<file path="src/rtl/uart_tx_fifo.sv">
// uart_tx_fifo: 8N1 UART transmitter fed by a DEPTH-entry byte FIFO.
// Frames are sent back to back while the FIFO holds data. Bit timing
// comes from a cycle counter on the system clock.
module uart_tx_fifo #(
   parameter int CLKS_PER_BIT = 1252,
   parameter int DEPTH        = 32,
   parameter int CNT_W        = 6
) (
   input  logic             clock,
   input  logic             reset,
   input  logic             wr_en,
   input  logic [7:0]       wr_data,
   output logic             full,
   output logic             empty,
   output logic [CNT_W-1:0] count,
   output logic             overflow,
   output logic             tx,
   output logic             busy,
   output logic             tx_done
);

   localparam int PTR_W  = $clog2(DEPTH);
   localparam int BAUD_W = (CLKS_PER_BIT > 1) ? $clog2(CLKS_PER_BIT) : 1;
   localparam logic [BAUD_W-1:0] BAUD_LAST = BAUD_W'(CLKS_PER_BIT - 1);
   localparam logic [BAUD_W-1:0] BAUD_PRE  = BAUD_W'(CLKS_PER_BIT - 2);
   localparam logic [CNT_W-1:0]  CNT_FULL  = CNT_W'(DEPTH);

   typedef enum logic [1:0] {IDLE, START, DATA, STOP} state_t;

   state_t            state;
   logic [7:0]        mem [DEPTH];
   logic [PTR_W-1:0]  wr_ptr;
   logic [PTR_W-1:0]  rd_ptr;
   logic [BAUD_W-1:0] baud;
   logic [2:0]        bit_idx;
   logic [7:0]        shift;
   logic              wr_accept;
   logic              pop;
   logic              baud_last;
   logic              bit_adv;
   logic [CNT_W-1:0]  count_next;

   // Write acceptance, pop decision and next occupancy.
   always_comb begin
      wr_accept  = wr_en && !full;
      baud_last  = (baud == BAUD_LAST);
      pop        = !empty && ((state == IDLE) || ((state == STOP) && baud_last));
      bit_adv    = (state == DATA) && baud_last && (bit_idx != 3'd7);
      count_next = count;
      if (wr_accept && !pop) begin
         count_next = count + CNT_W'(1);
      end else if (!wr_accept && pop) begin
         count_next = count - CNT_W'(1);
      end
   end

   // FIFO storage; data only, no reset needed.
   always_ff @(posedge clock) begin
      if (wr_accept) begin
         mem[wr_ptr] <= wr_data;
      end
   end

   // FIFO pointers, occupancy and flags; a rejected write only raises overflow.
   always_ff @(posedge clock or posedge reset) begin
      if (reset) begin
         wr_ptr   <= '0;
         rd_ptr   <= '0;
         count    <= '0;
         full     <= 1'b0;
         empty    <= 1'b1;
         overflow <= 1'b0;
      end else begin
         overflow <= wr_en && full;
         if (wr_accept) begin
            wr_ptr <= wr_ptr + PTR_W'(1);
         end
         if (pop) begin
            rd_ptr <= rd_ptr + PTR_W'(1);
         end
         count <= count_next;
         full  <= (count_next == CNT_FULL);
         empty <= (count_next == '0);
      end
   end

   // Shift register: loaded on pop, shifted right on each data-bit advance.
   always_ff @(posedge clock) begin
      if (pop) begin
         shift <= mem[rd_ptr];
      end else if (bit_adv) begin
         shift <= {1'b0, shift[7:1]};
      end
   end

   // Frame sequencer with registered tx/busy/tx_done.
   always_ff @(posedge clock or posedge reset) begin
      if (reset) begin
         state   <= IDLE;
         baud    <= '0;
         bit_idx <= '0;
         tx      <= 1'b1;
         busy    <= 1'b0;
         tx_done <= 1'b0;
      end else begin
         tx_done <= 1'b0;
         case (state)
            IDLE: begin
               tx   <= 1'b1;
               busy <= 1'b0;
               baud <= '0;
               if (pop) begin
                  state <= START;
                  tx    <= 1'b0;
                  busy  <= 1'b1;
               end
            end
            START: begin
               if (baud_last) begin
                  state   <= DATA;
                  baud    <= '0;
                  bit_idx <= '0;
                  tx      <= shift[0];
               end else begin
                  baud <= baud + BAUD_W'(1);
               end
            end
            DATA: begin
               if (baud_last) begin
                  baud <= '0;
                  if (bit_idx == 3'd7) begin
                     state <= STOP;
                     tx    <= 1'b1;
                  end else begin
                     bit_idx <= bit_idx + 3'd1;
                     tx      <= shift[1];
                  end
               end else begin
                  baud <= baud + BAUD_W'(1);
               end
            end
            STOP: begin
               // tx_done is registered, so raise it one cycle early to land on the last stop cycle.
               if (baud == BAUD_PRE) begin
                  tx_done <= 1'b1;
               end
               if (baud_last) begin
                  baud <= '0;
                  if (pop) begin
                     state <= START;
                     tx    <= 1'b0;
                  end else begin
                     state <= IDLE;
                     busy  <= 1'b0;
                  end
               end else begin
                  baud <= baud + BAUD_W'(1);
               end
            end
            default: begin
               state <= IDLE;
               tx    <= 1'b1;
               busy  <= 1'b0;
            end
         endcase
      end
   end

endmodule

</file>
<file path="config.mk">
export PLATFORM = sky130hd
export DESIGN_NAME = uart_tx_fifo
export DESIGN_NICKNAME = d
export VERILOG_FILES = /design/src/rtl/uart_tx_fifo.sv
export SDC_FILE = /design/constraint.sdc
export NUM_CORES = 1
export LEC_CHECK = 0
export BUFFER_PORTS_ARGS = -buffer_cell sky130_fd_sc_hd__buf_2
export CORE_MARGIN = 8
export CORE_UTILIZATION = 52
export DETAILED_ROUTE_END_ITERATION = 8
export GPL_TIMING_DRIVEN = 1
export PLACE_DENSITY = 0.76
export SLEW_MARGIN = 40
export SYNTH_ARGS = -nofsm -noshare
export SYNTH_HDL_FRONTEND = slang
export SYNTH_SLANG_ARGS = --single-unit
export TNS_END_PERCENT = 10
</file>
<file path="constraint.sdc">
create_clock -name clock -period 2.97 [get_ports clock]
set_input_delay 0.4455 -clock clock [delete_from_list [all_inputs] [get_ports clock]]
set_output_delay 0.4455 -clock clock [all_outputs]
set_load 0.01 [all_outputs]
</file>
==> impl_metrics.toml <==
[global_route]
grtUsageTotal = 0.178
grt_first_pass_wirelength_um = 39300
grt_pass1_vias = 6615
grt_max_degree = 68
antenna_found_initial = 0
grt_overflow = 0

[critical_path]
required_ns = 3.24
reg2reg_from = "rd_ptr[0]"
crit_end = "shift[0]"
cp_common_cell = "mux4_2"
crit_arrival_ns = 2.80
cp_num_cells = 5
rr_endpoint = "shift[0]"
slowest_delay_ns = 0.55
cp_slowest_cell = "mux4_2"
critPathKind = "flop to flop"
start_kind = "flop"
reg2regPathDepth = 5
cp_cell_sequence = "buf_12 -> mux4_2 -> mux4_2 -> mux2i_1 -> a21oi_1"
critical-path-top-delay-family = "multiplexers"
r2r_slack_ns = 0.44
worst-path-buf-inv = 1
cp_max_fo = 30
crit_start = "rd_ptr[0]"
cp-end-kind = "flop"

[yosys]
synthDistinctLibCells = 56
syn_area_mm2 = 0.0123
async_flop_share = 0.126
synthTopCellsByArea = "edfxtp_1, mux4_2, dfrtp_1"
synth_seq_cells = 302
syn_avg_cell_area_um2 = 18.8
synth_common_cells = "edfxtp_1, mux4_2, nor2_1, dfrtp_1, nand2_1"
ys_seq_area_frac = 0.720
synth_edf_count = 264
post-synth-top-area-fraction = 0.642
synthesis.nets = 682
yosysWarnings = 0
yosysTopAreaCell = "edfxtp_1"
synth_flop_cell = "edfxtp_1"
synthCells = 655
synth.most_common_cell = "edfxtp_1"

[clock_tree]
cts.hold.buffers_added = 0
clk_latency_ns = 0.54
cts_resized = 0
cts_buffers = 30
path_clk_slew_ns = 0.06
htreeDepth = 1
cts_buffer_depth = 3
postCtsSetupRepairBufs = 0
root_buffer = "clkbuf_16"
cts_sinks = 302
cts_tree = "yes"

[floorplan]
initial_core_util = 0.527
core_area_mm2 = 0.0234
dieArea_mm2 = 0.0289
io_pins = 23
die_x_um = 170
die_h_um = 170
num_rows = 56

[timing]
setup_viol = 0
tightest_slew_ns = 0.830
setup_slack_ns = 0.437
final_hold_viol_count = 0
skew_ns = 0.00742
holdWs_ns = 0.161
drv_slew = 0
period_share = 0.853
grt_setup_unrepaired = "no"
max_freq_mhz = 395
setup-tns-final_ns = 0
post-route-min-period_ns = 2.53
max_slew_margin = 0.445

[final_layout]
area_growth_pct = 13.2
nets = 744
drive_above_1_share = 0.264
fillerInstances = 1670
layout.area.seq_mm2 = 0.00889
multi_input_area_mm2 = 0.00325
n_antenna_cell = 0

[pwr]
pwr-share-comb = 0.291
p_per_area_mw_per_mm2 = 924
internal_power_uw = 9000
p_seq_frac = 0.430
ir_drop_mv = 0.618
p_leak_uw = 0.00473
power_frac_clock = 0.279
switching_share = 0.303
p_sw_uw = 3900

[detailed_routing]
dr_wl_met2_um = 12600
vias_per_cell = 6.00
drt_drc_violations_left = 0
dr.first_iter.drc_count = 807
wl_met1_um = 10300
num_vias = 6355
highest_layer = "met4"
ant_nets = 0
wl_per_cell_um = 23.8
routed_wl_um = 25200
drt_first_pass_iters = 7
wl_met3_um = 1720

[job]
max_cap_violations = 0

[placement]
numPortBuffers = 22
gp_congestion = 0.895
dp_hpwl_um = 15500
pre_cts_ws_ns = 0.447

[worst_hold_path]
hold_path_class = "input port to flop"

[status]
status = "finished clean"
## cell type report
| type | instances | share of cell area |
|---|---|---|
| Timing Repair Buffer | 60 | 0.0312 |
| Clock inverter | 17 | 0.00985 |
| Sequential cell | 302 | 0.636 |
| Clock buffer | 38 | 0.0574 |
| Inverter | 15 | 0.00403 |
| Tap cell | 319 | 0.0286 |
| Multi-Input combinational cell | 308 | 0.233 |
## worst min-delay path by stage
stage,cells past startpoint,startpoint,to,slack [ns]
2_1_floorplan,1,baud[0],baud[0],0.48
3_3_place_gp,1,baud[0],baud[0],0.50
3_5_place_dp,1,baud[0],baud[0],0.53
4_1_cts,2,reset,count[4],0.05
5_1_grt,2,wr_en,overflow,0.16
6_report,2,wr_en,overflow,0.16
## state kept, by name, indices dropped and copies added, names as in the netlist
name and count:
state 2, busy 1, full 1, wr_ptr 5
baud 11, rd_ptr 5, mem 256, empty 1
shift 8, bit_idx 3, count 6, overflow 1
tx 1, tx_done 1
## power groups by stage
stage                     clock [uW]  combinational (uW)  sequential [uW]
after floorplan                    0                2820             5400
after global placement             0                3620             5590
after detailed placement           0                3730             5630
after CTS                       3650                3770             5550
after global routing            3820                4050             5610
final                           3600                3750             5550
## placed cells by master (no fill, tap or decap), drive strengths merged, types with 8 or more instances in the layout
cell type / count
a21oi: 13
nand3: 9
clkinv: 13
mux4: 80
mux2i: 8
nand2: 23
clkbuf: 38
edfxtp: 264
ha: 16
inv: 15
o21ai: 9
buf: 59
xnor2: 12
dfrtp: 36
nor2: 65
## metrics by stage
step                      power, uW  instance area, um^2  std cells   util
after CTS                     13000                14000       1058  0.596
after floorplan                8220                12300        655      -
final                         12900                14000       1059  0.597
after global placement         9210                13000       1003  0.556
after detailed placement       9360                13000       1003  0.556
after global routing          13500                14000       1059  0.597
## cells by family (layout without fill, tap and decap cells)
family | count (synthesis) | in the layout | share of synthesized area
adder cells (fa/ha/maj) | 16 | 16 | 0.0162
XOR/XNOR | 18 | 18 | 0.0128
flip-flops | 302 | 302 | 0.720
buffers and inverters | 45 | 130 | 0.0172
AO/OA/AOI/OAI | 46 | 46 | 0.0247
AND/OR/NAND/NOR | 138 | 138 | 0.0552
multiplexers | 90 | 90 | 0.154
## routing by layer
| metal | track usage | vias to the layer above |
|---|---|---|
| met2 | 0.300 | 278 |
| met5 | 0 | - |
| met4 | 0.0469 | 0 |
| li1 | - | 2735 |
| met1 | 0.240 | 3292 |
| met3 | 0.0271 | 50 |
Power figures use the tool's default switching activity.
